### config.mk
export PLATFORM = sky130hd
export DESIGN_NAME = jacobi_iter_ctrl
export DESIGN_NICKNAME = d
export VERILOG_FILES = /design/src/rtl/jacobi_pkg.sv /design/src/rtl/row_addr_gen.sv /design/src/rtl/jacobi_iter_ctrl.sv
export SDC_FILE = /design/constraint.sdc
export NUM_CORES = 1
export LEC_CHECK = 0
export BUFFER_PORTS_ARGS = -buffer_cell sky130_fd_sc_hd__buf_2
export CAP_MARGIN = 20
export CORE_ASPECT_RATIO = 2
export CORE_UTILIZATION = 40
export CTS_CLUSTER_DIAMETER = 150
export DETAILED_ROUTE_END_ITERATION = 10
export GPL_TIMING_DRIVEN = 1
export PLACE_DENSITY = 0.7
export SYNTH_ARGS = -nofsm -noshare
export SYNTH_HDL_FRONTEND = slang
export SYNTH_HIERARCHICAL = 1
export SYNTH_SLANG_ARGS = --single-unit
### constraint.sdc
create_clock -name clock -period 5.77 [get_ports clock]
set_input_delay 1.154 -clock clock [delete_from_list [all_inputs] [get_ports clock]]
set_output_delay 1.154 -clock clock [all_outputs]
set_load 0.02 [all_outputs]
### src/rtl/jacobi_pkg.sv
// Shared types and default sizing for the Jacobi iteration sequencer.
package jacobi_pkg;

   localparam int unsigned JACOBI_N_ROWS     = 16;
   localparam int unsigned JACOBI_PIPE_DEPTH = 13;
   localparam int unsigned JACOBI_ITER_W     = 8;

   typedef enum logic [2:0] {
      ST_IDLE     = 3'd0,
      ST_ISSUE    = 3'd1,
      ST_DRAIN    = 3'd2,
      ST_WAIT_DIV = 3'd3,
      ST_CHECK    = 3'd4,
      ST_DONE     = 3'd5
   } jacobi_state_t;

endpackage

### src/rtl/row_addr_gen.sv
// Loadable up/down counter with terminal-count flag; used for row issue and drain timing.
module row_addr_gen import jacobi_pkg::*; #(
   parameter int unsigned W          = 4,
   parameter bit          COUNT_DOWN = 1'b0,
   parameter int unsigned TC_VAL     = 0
) (
   input  logic         clk_i,
   input  logic         rst_ni,
   input  logic         clr_i,
   input  logic         load_i,
   input  logic [W-1:0] load_val_i,
   input  logic         en_i,
   output logic [W-1:0] cnt_o,
   output logic         tc_o
);

   localparam logic [W-1:0] TC = W'(TC_VAL);

   logic [W-1:0] cnt_q;
   logic [W-1:0] cnt_d;

   always_comb begin
      cnt_d = cnt_q;
      if (clr_i) begin
         cnt_d = '0;
      end else if (load_i) begin
         cnt_d = load_val_i;
      end else if (en_i) begin
         cnt_d = COUNT_DOWN ? (cnt_q - W'(1)) : (cnt_q + W'(1));
      end
   end

   always_ff @(posedge clk_i or negedge rst_ni) begin
      if (!rst_ni) begin
         cnt_q <= '0;
      end else begin
         cnt_q <= cnt_d;
      end
   end

   assign cnt_o = cnt_q;
   assign tc_o  = (cnt_q == TC);

endmodule

### src/rtl/jacobi_iter_ctrl.sv
// Jacobi iteration sequencer: row issue, pipeline drain, divider wait and convergence/limit check.
module jacobi_iter_ctrl import jacobi_pkg::*; #(
   parameter int unsigned N_ROWS     = JACOBI_N_ROWS,
   parameter int unsigned ADDR_W     = 4,
   parameter int unsigned PIPE_DEPTH = JACOBI_PIPE_DEPTH,
   parameter int unsigned ITER_W     = JACOBI_ITER_W
) (
   input  logic              clock,
   input  logic              reset,
   input  logic              start,
   input  logic [ITER_W-1:0] max_iter,
   input  logic              dividor_done,
   input  logic              converged,
   output logic              rd_en,
   output logic [ADDR_W-1:0] rd_addr,
   output logic              row_last,
   output logic              buf_sel,
   output logic              clr_conv,
   output logic              iter_done,
   output logic [ITER_W-1:0] iter_count,
   output logic              busy,
   output logic              done,
   output logic              timeout
);

   localparam int unsigned DRAIN_W = (PIPE_DEPTH > 1) ? $clog2(PIPE_DEPTH) : 1;

   jacobi_state_t state_q, state_d;
   logic [ITER_W-1:0] limit_q, limit_d;
   logic [ITER_W-1:0] iter_cnt_q, iter_cnt_d;
   logic              buf_sel_q, buf_sel_d;
   logic              timeout_q, timeout_d;
   logic              clr_conv_q, clr_conv_d;

   logic              row_clr, row_en, row_tc;
   logic [ADDR_W-1:0] row_cnt;
   logic              drn_load, drn_en, drn_tc;
   logic [DRAIN_W-1:0] drn_cnt;

   row_addr_gen #(
      .W          (ADDR_W),
      .COUNT_DOWN (1'b0),
      .TC_VAL     (N_ROWS - 1)
   ) u_row_cnt (
      .clk_i      (clock),
      .rst_ni     (reset),
      .clr_i      (row_clr),
      .load_i     (1'b0),
      .load_val_i ('0),
      .en_i       (row_en),
      .cnt_o      (row_cnt),
      .tc_o       (row_tc)
   );

   row_addr_gen #(
      .W          (DRAIN_W),
      .COUNT_DOWN (1'b1),
      .TC_VAL     (0)
   ) u_drain_cnt (
      .clk_i      (clock),
      .rst_ni     (reset),
      .clr_i      (1'b0),
      .load_i     (drn_load),
      .load_val_i (DRAIN_W'(PIPE_DEPTH - 1)),
      .en_i       (drn_en),
      .cnt_o      (drn_cnt),
      .tc_o       (drn_tc)
   );

   always_comb begin
      state_d    = state_q;
      limit_d    = limit_q;
      iter_cnt_d = iter_cnt_q;
      buf_sel_d  = buf_sel_q;
      timeout_d  = timeout_q;
      clr_conv_d = 1'b0;
      row_clr    = 1'b0;
      row_en     = 1'b0;
      drn_load   = 1'b0;
      drn_en     = 1'b0;

      unique case (state_q)
         ST_IDLE, ST_DONE: begin
            if (start) begin
               limit_d    = (max_iter == '0) ? ITER_W'(1) : max_iter;
               iter_cnt_d = '0;
               buf_sel_d  = 1'b0;
               timeout_d  = 1'b0;
               row_clr    = 1'b1;
               clr_conv_d = 1'b1;
               state_d    = ST_ISSUE;
            end
         end
         ST_ISSUE: begin
            row_en = !row_tc;
            if (row_tc) begin
               drn_load = 1'b1;
               state_d  = ST_DRAIN;
            end
         end
         ST_DRAIN: begin
            if (drn_tc) begin
               state_d = ST_WAIT_DIV;
            end else begin
               drn_en = 1'b1;
            end
         end
         ST_WAIT_DIV: begin
            if (dividor_done) begin
               state_d = ST_CHECK;
            end
         end
         ST_CHECK: begin
            // Saturating; the limit check below always fires before all-ones can wrap.
            iter_cnt_d = (iter_cnt_q == '1) ? iter_cnt_q : (iter_cnt_q + ITER_W'(1));
            if (converged) begin
               state_d = ST_DONE;
            end else if (iter_cnt_d == limit_q) begin
               timeout_d = 1'b1;
               state_d   = ST_DONE;
            end else begin
               buf_sel_d  = !buf_sel_q;
               clr_conv_d = 1'b1;
               row_clr    = 1'b1;
               state_d    = ST_ISSUE;
            end
         end
         default: state_d = ST_IDLE;
      endcase
   end

   always_ff @(posedge clock or negedge reset) begin
      if (!reset) begin
         state_q    <= ST_IDLE;
         limit_q    <= ITER_W'(1);
         iter_cnt_q <= '0;
         buf_sel_q  <= 1'b0;
         timeout_q  <= 1'b0;
         clr_conv_q <= 1'b0;
      end else begin
         state_q    <= state_d;
         limit_q    <= limit_d;
         iter_cnt_q <= iter_cnt_d;
         buf_sel_q  <= buf_sel_d;
         timeout_q  <= timeout_d;
         clr_conv_q <= clr_conv_d;
      end
   end

   assign rd_en      = (state_q == ST_ISSUE);
   assign rd_addr    = rd_en ? row_cnt : '0;
   assign row_last   = rd_en && row_tc;
   assign buf_sel    = buf_sel_q;
   assign clr_conv   = clr_conv_q;
   assign iter_done  = (state_q == ST_CHECK);
   assign iter_count = iter_cnt_q;
   assign busy       = (state_q != ST_IDLE) && (state_q != ST_DONE);
   assign done       = (state_q == ST_DONE);
   assign timeout    = timeout_q;

endmodule

# Word level (Yosys, flattened, before mapping)
# Cells that the tools add are included.
# Widths: inputs -> output; s select.
[totals] regBits=30 inputBits=13 output_inout_bits=20
[classes] n_reduce_logical=17 mux=32 n_addsub=3 eq_ne=16
[op_table] op="$mux 8" n=3
[op_table] op="$mux 4" n=5
[op_table] op="$mux 3" n=6
[op_table] op="$pmux 8 s2" n=1
[op_table] op="$pmux 3 s5" n=1
[op_table] op="$mux 1" n=13
[op_table] op="$reduce_and 4->1" n=3
[op_table] op="$ne 2x2->1 const B" n=5
[op_table] op="$add 8x1->8 const B" n=1
[op_table] op="$eq 8x8->1" n=1
[op_table] op="$eq 8x8->1 const B" n=1
[op_table] op="$logic_not 8->1" n=1
[op_table] op="$eq 3x2->1 const B" n=2
[op_table] op="$eq 3x3->1 const B" n=2
[op_table] op="$pmux 1 s2" n=3
[op_table] op="$reduce_bool 2->1" n=3
[op_table] op="$add 4x1->4 const B" n=1
[op_table] op="$eq 4x4->1 const B" n=1
[op_table] op="$logic_not 4->1" n=1
[op_table] op="$ne 2x1->1 const B" n=2
[op_table] op="$reduce_and 2->1" n=2
[op_table] op="$sub 4x1->4 const B" n=1
[op_table] op="$eq 3x1->1 const B" n=1
[op_table] op="$logic_not 3->1" n=1
[op_table] op="other kinds (5)" n=7

# Longest topological paths before layout
[logic_depth] depth_word=7 ltp_mapped=10 ltp_nobuf=9

# By module
# Netlist, hierarchy kept.
[by_module_without_submodules] mod="jacobi_iter_ctrl" area_per_inst_um2=1488.9 n_inst=1 cells_each=172
[by_module_without_submodules] mod="row_addr_gen (u_drain_cnt)" area_per_inst_um2=266.5 n_inst=1 cells_each=27
[by_module_without_submodules] mod="row_addr_gen (u_row_cnt)" area_per_inst_um2=231.5 n_inst=1 cells_each=23

# Worst setup path after synthesis
# No wires, ideal clock.
[synth_path] path_kind="reg2out" start="reg state_q[0]" end="out row_last" stages_incl_launch_ff=4 setup_slack_ns=2.926 required_ns=4.616 arrival_time_ns=1.690 path_cell_list="dfrtp_1 > clkbuf_1 > nor3b_1 > and2_1"
[synth_via] elab_chain_cells=2
[synth_lines] item="from (decl)" line="jacobi_iter_ctrl.sv:28" rtl="jacobi_state_t state_q, state_d;"
[synth_lines] item="from (signal assigned)" line="jacobi_iter_ctrl.sv:141" rtl="state_q <= state_d;"
[synth_lines] item="$eq 3x1->1" line="jacobi_iter_ctrl.sv:150" rtl="assign rd_en = (state_q == ST_ISSUE);"
[synth_lines] item="via rd_en" line="jacobi_iter_ctrl.sv:14" rtl="output logic rd_en,"
[synth_lines] item="$logic_and 1x1->1" line="jacobi_iter_ctrl.sv:152" rtl="assign row_last = rd_en && row_tc;"
[synth_lines] item="to (decl)" line="jacobi_iter_ctrl.sv:16" rtl="output logic row_last,"
# The timed path passes the listed nets, and every way through them passes these cells.

# Worst setup path in the final report
[layout_path] start="reg state_q[0]" end="out row_last"
[layout_via] elab_chain_cells=2
[layout_lines] item="$eq 3x1->1" line="jacobi_iter_ctrl.sv:150"
[layout_lines] item="$logic_and 1x1->1" line="jacobi_iter_ctrl.sv:152"
# No other way between the ends.

==> metrics.txt <==
run status finished, final reports clean; fin nets 277; adder and majority cell fraction of the synthesized area 0.0252; starting density of the core 0.412; startpoint of the most critical setup path state_q[0]$_DFFE_PN0P_; Hold Path Class reg2reg; sequential fraction of the synthesis area 0.378; number of sinks driven by the clock tree 30; Min Clock Period, post-route 3000 ps; synthesized flop and latch total 30; maximum buffer depth of the clock tree 2; fraction of registers with async set or reset after synthesis 1.00; number of logic stages on the critical path including buffering 3; final cycle utilization of the critical path 0.520; CP Buf/Inv Count 1; worst-case headroom to the max-slew limit 0.555; post-synthesis compound-gate area fraction 0.181; remaining antenna violation count after routing 0; area delta synth->final 14.7%; total I/O pin count 33; total clock buffers created by CTS 5; basic-gate share of the synthesized area counting and, or, nand and nor cells 0.235; max_cap viols 0; overall die width 51.8 um; post-synthesis xor/xnor area fraction 0.0705; actual transition at the worst max-transition pin 667 ps; maximum number of pins on one net before global-route repair 31; DRC violation count after routing 0; sequential cell area in the final layout 752 um2; routed vias/inst 5.37; combined area of the multi-input logic cells 1160 um2; Reg clk slew, reported paths 60 ps; R2R cell count 9; data arrival time of the worst path 1840 ps; vias in the first global route 1725; setup-violating endpoint count in the final report 0; Slew Viols, Final 0; count of flip-flops with a built-in enable after synthesis 0; post-cts gate resize count 0; critical register-to-register path startpoint iter_count[0]$_DFFE_PN0P_; IO Port Bufs 32; launching element type of the critical path flip-flop; TritonCTS clock tree yes; cell family contributing the most delay on the critical path simple AND/OR/NAND/NOR gates; power density relative to cell area 530 nW/um2; initial antenna violation count 0; Post-Layout Cell Count 318; unrepaired setup endpoints after global routing no; R2R Path End u_row_cnt/cnt_o[3]$_DFFE_PN0P_; clock insertion delay at the later pin of the skew report 280 ps; Critical Path Sink Type output pin; Crit path largest cell delay 500 ps; routed wire length per instance 14.6 um; wire length of the first global-routing pass 7780 um; Final Routed Wirelength 4650 um; CP Capture Point row_last; number of post-CTS setup repair buffers 0; Inst Count DP 310; CP max-delay cell dfrtp_1; routability cong. 1.03; sum of overflow across all layers after global routing 0; post-synthesis average cell area 8.95 um2; top area cells in the synthesized netlist dfrtp_1 (37%), nand2_1 (5.3%), xnor2_1 (4.0%); master cell of the clock root buffer clkbuf_8; proportion of layout cells with a drive suffix above 1 0.211; synthesized cell area 1990 um2; standard-cell row count 36; Setup TNS 0 ps; worst setup path category reg2out; worst-case clock skew 4.83 ps; placeable core region 4820 um2; post-synthesis mux area share 0.0479; iteration-0 DRC count of the detailed router 49; vertical die dimension 102 um; GRT Total Usage 0.200; flop-to-flop setup slack 3180 ps; Max IR drop VDD 0.356 mV; via count 1708; maximum clock rate 0.333 GHz; ordered list of cells on the worst path nor3b_1 -> and2_1 -> buf_2; combinational family with the most area after synthesis simple AND/OR/NAND/NOR gates; H-tree lvl count 2; Leakage Power 0.00107 uW; First-pass DRT Iterations 4; area share of the largest cell type after synthesis 0.365; diodes inserted 0; Synth Instances 222; number of buffers added to fix hold violations after cts 0; number of distinct standard cells referenced by the synthesized netlist 51; number of warnings reported in the yosys synthesis log 6; cell accounting for the most synthesized area dfrtp_1; data required time at the worst endpoint 4620 ps; largest fanout on the critical path 11; overall die area 5270 um2; predominant post-synthesis flop cell dfrtp_1; fillcell total 465; detailed placement HPWL 3660 um; Hold Vio Cnt, Final 0
-- registers in the layout, indices dropped and copies added, names as in the netlist --
| register | count |
|---|---|
| timeout | 1 |
| limit_q | 8 |
| u_drain_cnt/cnt_o | 4 |
| state_q | 3 |
| iter_count | 8 |
| buf_sel | 1 |
| clr_conv | 1 |
| u_row_cnt/cnt_o | 4 |
-- worst min path at each step --
| stage | startpoint | endpoint | slack, ps | depth (start not counted) |
|---|---|---|---|---|
| 5_1_grt | limit_q[3]$_DFFE_PN0P_ | limit_q[3]$_DFFE_PN0P_ | 520 | 2 |
| 3_3_place_gp | buf_sel$_DFFE_PN0P_ | buf_sel$_DFFE_PN0P_ | 480 | 1 |
| 2_1_floorplan | limit_q[0]$_DFFE_PN1P_ | limit_q[0]$_DFFE_PN1P_ | 470 | 2 |
| 4_1_cts | buf_sel$_DFFE_PN0P_ | buf_sel$_DFFE_PN0P_ | 500 | 1 |
| 3_5_place_dp | limit_q[3]$_DFFE_PN0P_ | limit_q[3]$_DFFE_PN0P_ | 480 | 2 |
| 6_report | buf_sel$_DFFE_PN0P_ | buf_sel$_DFFE_PN0P_ | 490 | 1 |
-- layout by cell type (no fill, tap or decap), types with 2 or more instances in the layout --
master    count
nor2b_1       2
mux2_2        3
nand2_1      28
nor4_1        3
buf_2        32
and2_1        9
nand3_1       6
xor2_1        7
and4_2        2
o21ai_0       8
nand2b_1      4
clkbuf_8      6
ha_1          4
a21oi_1      15
a22o_1        2
dfrtp_1      29
nor3b_1       2
and3_2        2
inv_1        11
nand4_1       3
a211oi_1      2
a311oi_1      2
nor2_1       17
conb_1       13
mux2i_1       5
nor3_1        6
xnor2_1       9
o21a_1        5
a31oi_1       3
-- cell usage after synthesis, types with 2 or more instances --
| cell type | instances |
|---|---|
| nor2b_1 | 2 |
| buf_2 | 2 |
| mux2i_1 | 5 |
| o21a_1 | 5 |
| inv_1 | 11 |
| nand3_1 | 6 |
| nand2b_1 | 4 |
| a31oi_1 | 3 |
| mux2_2 | 3 |
| buf_6 | 2 |
| xor2_1 | 7 |
| nand4_1 | 3 |
| and2_1 | 9 |
| dfrtp_1 | 29 |
| nand2_1 | 28 |
| xnor2_1 | 9 |
| a21oi_1 | 15 |
| and4_2 | 2 |
| nor3_1 | 6 |
| buf_4 | 2 |
| nor3b_1 | 2 |
| nor2_1 | 17 |
| o21ai_0 | 8 |
| a211oi_1 | 2 |
| clkbuf_1 | 5 |
| a22o_1 | 2 |
| a311oi_1 | 2 |
| conb_1 | 2 |
| and3_2 | 2 |
| ha_1 | 4 |
| nor4_1 | 3 |
-- layer usage --
metal	track usage	vias to the layer above	share of wire
li1	-	838	-
met1	0.191	791	0.35
met2	0.375	60	0.56
met3	0.0330	19	0.039
met4	0.123	0	0.043
met5	0	-	0
-- cell families (layout without fill, tap and decap cells) --
family	Yosys count	in the layout
simple gates	89	89
compound gates	48	48
flops	30	30
buf+inv	24	52
xor+xnor	16	16
mux	9	9
fa+ha+maj	4	4
other cells	2	13
-- where the power goes --
part	internal, uW	switching [uW]
sequential	297	128
clock	96.0	74.7
combinational	260	354
total	653	556
-- final cells by class --
class,instances,area share
clock buffer,7,0.0379
sequential,30,0.330
multi-input combinational,179,0.509
tap,57,0.0313
timing repair buffer,32,0.0703
inverter,12,0.0198
clock inverter,1,0.00220
-- per-stage QoR --
| stage | hold WS (ps) | util | area, um2 | setup WS, ps | total power [uW] |
|---|---|---|---|---|---|
| after floorplan | 465 | - | 2030 | 2930 | 892 |
| after global placement | 476 | 0.454 | 2190 | 3100 | 1040 |
| after detailed placement | 485 | 0.454 | 2190 | 3070 | 1040 |
| after CTS | 497 | 0.473 | 2280 | 2750 | 1220 |
| after global routing | 522 | 0.473 | 2280 | 2540 | 1300 |
| final | 485 | 0.473 | 2280 | 2770 | 1210 |
Power figures use the tool's default switching activity.
